==> src/rtl/riscv_pipe_pkg.sv <==
// Shared types and default widths for the RISC-V pipeline registers.
package riscv_pipe_pkg;

    localparam int XLEN_DEF  = 64;
    localparam int PC_W_DEF  = 32;
    localparam int REG_W_DEF = 5;

    // Control bits travelling with an EX/MEM entry.
    typedef struct packed {
        logic mem_to_reg;
        logic reg_write;
        logic branch;
        logic mem_read;
        logic mem_write;
    } ex_mem_ctrl_t;

    localparam int CTRL_W = $bits(ex_mem_ctrl_t);

    // Full EX/MEM entry at the default widths.
    typedef struct packed {
        logic [XLEN_DEF-1:0]  alu_data;
        logic [XLEN_DEF-1:0]  rs2_data;
        logic [PC_W_DEF-1:0]  pc_branch;
        logic                 zero;
        logic [REG_W_DEF-1:0] rd;
        ex_mem_ctrl_t         ctrl;
    } ex_mem_payload_t;

endpackage

==> src/rtl/pipe_skid_buf.sv <==
// Generic 2-entry valid/ready skid buffer with synchronous flush.
//
// Handshake: an entry moves across an interface on a rising edge where
// valid & ready are both 1. in_ready comes straight from a flop
// (~skid_valid), so there is no combinational path from out_ready to
// in_ready. Once out_valid is raised, out_data holds stable until the
// entry is consumed (out_ready = 1) or flushed.
module pipe_skid_buf #(
    parameter int WIDTH = 8
) (
    input  logic             clk,
    input  logic             rst_n,
    input  logic             flush,
    input  logic             in_valid,
    output logic             in_ready,
    input  logic [WIDTH-1:0] in_data,
    output logic             out_valid,
    input  logic             out_ready,
    output logic [WIDTH-1:0] out_data
);

    logic             main_valid;
    logic [WIDTH-1:0] main_data;
    logic             skid_valid;
    logic [WIDTH-1:0] skid_data;
    logic             accept;
    logic             main_free;

    assign in_ready  = ~skid_valid;
    assign accept    = in_valid & ~skid_valid;
    // Main can take a new entry this edge if it is empty or being drained.
    assign main_free = ~main_valid | out_ready;

    assign out_valid = main_valid;
    assign out_data  = main_data;

    // Main/skid update: skid drains first to keep FIFO order; flush wins.
    always_ff @(posedge clk or negedge rst_n) begin
        if (!rst_n) begin
            main_valid <= 1'b0;
            main_data  <= '0;
            skid_valid <= 1'b0;
            skid_data  <= '0;
        end else if (flush) begin
            main_valid <= 1'b0;
            skid_valid <= 1'b0;
        end else if (main_free) begin
            if (skid_valid) begin
                main_data  <= skid_data;
                main_valid <= 1'b1;
                skid_valid <= 1'b0;
            end else if (accept) begin
                main_data  <= in_data;
                main_valid <= 1'b1;
            end else begin
                main_valid <= 1'b0;
            end
        end else if (accept) begin
            skid_data  <= in_data;
            skid_valid <= 1'b1;
        end
    end

endmodule

==> src/rtl/ex_mem_skid_reg.sv <==
// EX/MEM pipeline register with skid buffering, flush, valid-gated
// forwarding/branch outputs and a saturating stall counter.
module ex_mem_skid_reg
    import riscv_pipe_pkg::*;
#(
    parameter int XLEN  = XLEN_DEF,
    parameter int PC_W  = PC_W_DEF,
    parameter int REG_W = REG_W_DEF,
    parameter int CNT_W = 16
) (
    input  logic             clk,
    input  logic             rst_n,
    input  logic             flush,
    input  logic             in_valid,
    output logic             in_ready,
    input  logic [XLEN-1:0]  alu_data,
    input  logic [XLEN-1:0]  rs2_data,
    input  logic [PC_W-1:0]  pc_branch,
    input  logic             zero,
    input  logic [REG_W-1:0] rd,
    input  logic             mem_to_reg,
    input  logic             reg_write,
    input  logic             branch,
    input  logic             mem_read,
    input  logic             mem_write,
    output logic             out_valid,
    input  logic             out_ready,
    output logic [XLEN-1:0]  alu_data_out,
    output logic [XLEN-1:0]  rs2_data_out,
    output logic [PC_W-1:0]  pc_branch_out,
    output logic             zero_out,
    output logic [REG_W-1:0] rd_out,
    output logic             mem_to_reg_out,
    output logic             reg_write_out,
    output logic             branch_out,
    output logic             mem_read_out,
    output logic             mem_write_out,
    output logic             pcsrc,
    output logic             fwd_valid,
    output logic [CNT_W-1:0] stall_cnt
);

    localparam int PAY_W = 2*XLEN + PC_W + 1 + REG_W + CTRL_W;

    ex_mem_ctrl_t     in_ctrl;
    ex_mem_ctrl_t     q_ctrl;
    logic [PAY_W-1:0] in_pay;
    logic [PAY_W-1:0] q_pay;
    logic             q_valid;

    assign in_ctrl.mem_to_reg = mem_to_reg;
    assign in_ctrl.reg_write  = reg_write;
    assign in_ctrl.branch     = branch;
    assign in_ctrl.mem_read   = mem_read;
    assign in_ctrl.mem_write  = mem_write;

    assign in_pay = {alu_data, rs2_data, pc_branch, zero, rd, in_ctrl};

    pipe_skid_buf #(
        .WIDTH (PAY_W)
    ) u_skid (
        .clk       (clk),
        .rst_n     (rst_n),
        .flush     (flush),
        .in_valid  (in_valid),
        .in_ready  (in_ready),
        .in_data   (in_pay),
        .out_valid (q_valid),
        .out_ready (out_ready),
        .out_data  (q_pay)
    );

    assign {alu_data_out, rs2_data_out, pc_branch_out, zero_out, rd_out, q_ctrl} = q_pay;

    assign out_valid = q_valid;

    // Controls are gated so a stale payload after flush has no effect in MEM.
    assign mem_to_reg_out = q_ctrl.mem_to_reg & q_valid;
    assign reg_write_out  = q_ctrl.reg_write  & q_valid;
    assign branch_out     = q_ctrl.branch     & q_valid;
    assign mem_read_out   = q_ctrl.mem_read   & q_valid;
    assign mem_write_out  = q_ctrl.mem_write  & q_valid;

    assign pcsrc     = q_ctrl.branch & zero_out & q_valid;
    // x0 is hardwired to zero, so a write to it is never forwarded.
    assign fwd_valid = q_valid & q_ctrl.reg_write & (rd_out != '0);

    // Count cycles where MEM holds off a valid entry; stick at all-ones.
    always_ff @(posedge clk or negedge rst_n) begin
        if (!rst_n) begin
            stall_cnt <= '0;
        end else if (q_valid && !out_ready && (stall_cnt != {CNT_W{1'b1}})) begin
            stall_cnt <= stall_cnt + {{(CNT_W-1){1'b0}}, 1'b1};
        end
    end

endmodule

==> config.mk <==
export PLATFORM = sky130hd
export DESIGN_NAME = ex_mem_skid_reg
export DESIGN_NICKNAME = d
export VERILOG_FILES = /design/src/rtl/riscv_pipe_pkg.sv /design/src/rtl/pipe_skid_buf.sv /design/src/rtl/ex_mem_skid_reg.sv
export SDC_FILE = /design/constraint.sdc
export NUM_CORES = 1
export LEC_CHECK = 0
export ABC_CLOCK_PERIOD_IN_PS = 1700
export CELL_PAD_IN_SITES_DETAIL_PLACEMENT = 1
export CELL_PAD_IN_SITES_GLOBAL_PLACEMENT = 1
export CORE_ASPECT_RATIO = 1.5
export CORE_MARGIN = 1.5
export CORE_UTILIZATION = 40
export CTS_CLUSTER_DIAMETER = 60
export DETAILED_ROUTE_END_ITERATION = 8
export HOLD_SLACK_MARGIN = 0.12
export PLACE_DENSITY = 0.79
export SLEW_MARGIN = 20
export SYNTH_ARGS = -nofsm -noshare
export SYNTH_HDL_FRONTEND = slang
export SYNTH_SLANG_ARGS = --single-unit
==> constraint.sdc <==
create_clock -name clk -period 1.7 [get_ports clk]
set_input_delay 0.34 -clock clk [delete_from_list [all_inputs] [get_ports clk]]
set_output_delay 0.34 -clock clk [all_outputs]
set_load 0.02 [all_outputs]
==> results of run 1 <==
## repair_timing
item                       4_1_cts  5_1_grt
hold buffers                     1        0
gates resized for setup        704      379
gates cloned                    53        3
setup endpoints to repair      460      398
pin swaps                        4       14
setup buffers                   75       39
hold endpoints to repair        30        0
## worst max-delay path: stages (launching register included)
cell	delay (ns)
dfrtp_1	0.45
or4_4	0.51
o21a_1	0.24
buf_6	0.14
## power by group through the flow
stage,logic (µW),clock network (µW),registers [µW]
finish,7840,8890,12000
global route,8220,9310,12100
CTS,7070,8840,11600
detailed placement,6130,0,11600
global placement,5890,0,11500
floorplan,4140,0,11300
## metrics by stage
stage	total power (µW)	setup WS [ns]
after CTS	27500	-0.4600
final	28700	-0.5118
after detailed placement	17700	-0.4290
after global routing	29630	-0.5237
after global placement	17340	-0.3954
after floorplan	15400	0.04045
## kinds of logic after synthesis
family,after synthesis
compound gates,184
buf+inv,243
mux,344
fa+ha+maj,1
flops,360
simple gates,214
xor+xnor,10
## metal layers
metal	track usage	vias to the layer above
li1	-	5243
met1	0.3004	6448
met2	0.5476	430
met3	0.06827	134
met4	0.1130	0
met5	0	-
## worst min-delay path by stage
| stage | end | slack, ns | cells past startpoint |
|---|---|---|---|
| 6_report | u_skid.out_data[33] | 0.35 | 2 |
| 5_1_grt | u_skid.out_data[160] | 0.35 | 2 |
| 4_1_cts | u_skid.out_data[33] | 0.32 | 2 |
| 3_5_place_dp | u_skid.out_data[33] | 0.31 | 1 |
| 3_3_place_gp | u_skid.out_data[33] | 0.30 | 1 |
| 2_1_floorplan | stall_cnt[0] | 0.04 | 0 |
## sequential cells by signal, indices dropped and copies added (netlist names)
name,cells
stall_cnt,16
u_skid.skid_data,171
u_skid.skid_valid,1
u_skid.out_data,171
u_skid.out_valid,1
## cells in the final DEF, fill, tap and decap left out, drive strengths merged, types with 4 or more instances in the layout
master | netlist | layout
clkdlybuf4s15 | 0 | 22
a21oi | 180 | 180
clkdlybuf4s50 | 0 | 174
xor2 | 9 | 9
and2 | 5 | 5
inv | 3 | 6
dfrtp | 360 | 360
clkbuf | 8 | 70
nor3 | 5 | 5
mux2 | 172 | 172
nand2 | 7 | 7
nor2 | 177 | 177
mux2i | 172 | 172
buf | 232 | 216
clkinv | 0 | 7
and3 | 5 | 5
dlygate4sd2 | 0 | 143
nand3 | 4 | 4
## final cells by class
type | instances | area (µm²)
Clock buffer | 54 | 1125
Tap cell | 558 | 698.2
Sequential cell | 360 | 9017
Inverter | 3 | 13.76
Timing Repair Buffer | 572 | 6782
Antenna cell | 3 | 7.507
Fill cell | 3684 | 15350
Multi-Input combinational cell | 753 | 7955
Clock inverter | 13 | 153.9
==> impl_metrics.tcl, run 1 <==
set metrics [dict create \
    cts_max_level 2 \
    via_per_inst 5.291 \
    yosys.area_share.simple 0.05384 \
    topRoutingLayerUsed "met4" \
    hold_class "in2async" \
    synthXorXnorAreaFrac 0.005271 \
    setup_ws_ns -0.5118 \
    yosysWarnings 0 \
    r2r_end "u_skid.out_data[73]" \
    synth_top_family_by_area "multiplexers" \
    cts_buffers 39 \
    stdcell_count 2316 \
    status "finished with violations" \
    rsz0062_at_grt "true" \
    grt_pass1_wl_um 92320 \
    antenna_left 0 \
    power.leakage_uw 0.01105 \
    cts_root_buf "clkbuf_16" \
    switching_share 0.3180 \
    worstPathRequired_ns 1.36 \
    rows 91 \
    postLayoutCoreUtil 0.6265 \
    yosysTopAreaCell "dfrtp_1" \
    die_area_um2 42790 \
    area_growth_pct 55.00 \
    reg2reg_depth 12 \
    dp_cells 2127 \
    hold_violations 0 \
    antenna_found_initial 3 \
    ys_ff_latch 360 \
    grt_max_degree 81 \
    yosysSeqAreaShare 0.5422 \
    synthesis.area_um2 16610 \
    ir_drop_mv 1.120 \
    internal_power_uw 19570 \
    max_freq_mhz 452.1 \
    cts_tree "built" \
    synthAdderAreaFrac 0.0007531 \
    synth_edf_count 0 \
    synth_cell_types 33 \
    pin_count 367 \
    m1WireLength_um 22940 \
    fin_worst_skew_ns 0.02421 \
    initial_core_util 0.4042 \
    finalSetupViolations 356 \
    synth_area_leaders "dfrtp_1 (54%), mux2i_1 (10%), mux2_4 (8.1%), buf_4 (7.5%), mux2_2 (5.6%)" \
    r2r-start "u_skid.out_valid" \
    slew_headroom 0.5366 \
    cp-start-kind "register" \
    dpl_cell_area_um2 20230 \
    worstSetupEndpoint "fwd_valid" \
    grt_pass1_vias 14569 \
    cts.sinks 360 \
    wl_met2_um 36230 \
    finalInstanceArea_um2 25750 \
    combPwrFrac 0.273 \
    syn_nets 1533 \
    path_max_fanout 2 \
    synth_cells 1356 \
    syn_avg_cell_area_um2 12.25 \
    maxSlewViolCount 0 \
    synthMuxAreaShare 0.2405 \
    synth-compound-area-share 0.05633 \
    fin_tns_setup_ns -86.27 \
    die_y_um 252.6 \
    violations "setup timing" \
    cp-startpoint "u_skid.out_data[7]" \
    power.switching_uw 9126 \
    wire_per_inst_um 28.07 \
    gp_congestion 0.7645 \
    p_clk_frac 0.310 \
    power_density_nw_per_um2 1114 \
    cts.clk_slew.worst_paths_ns 0.06 \
    cts_buffer_depth 3 \
    dr.pass1.iters 5 \
    fin_crit_sh 1.301 \
    yosysTopAreaCellShare 0.5422 \
    portBuffers 366 \
    drive_gt1_frac 0.4524 \
    nNetsFinal 1906 \
    end_kind "primary output" \
    critical_path_arrival_ns 1.87 \
    clk_latency_ns 0.54 \
    async_flop_share 1.000 \
    timing.hold.ws_ns 0.3465 \
    track_usage 0.2876 \
    drc_errors 0 \
    overflow 0 \
    wl_met3_um 3719 \
    drt_iter0_drc 431 \
    synth-main-ff-cell "dfrtp_1" \
    yosys-top-cells-count "dfrtp_1 (360), a21oi_1 (180), nor2_1 (177)" \
    tightest_slew_ns 0.6951 \
    r2r_setup_slack_ns -0.44 \
    crit_type "reg2out" \
    core_area_um2 41100 \
    dp_hpwl_um 31380 \
    vias 12255 \
    drv_cap 0 \
    drt_wl_total_um 65000 \
    die_x_um 169.4 \
    synth.most_common_cell "dfrtp_1" \
    seqPwrFrac 0.417 \
    fin_crit_ns 2.212 \
]
(Power assumes the default switching activity.)
==> run 2, diff against run 1 <==
- SLEW_MARGIN: 20 -> 5
==> results of run 2 <==
Same layout as run 1: the final DEF is identical, and so are final timing and power.
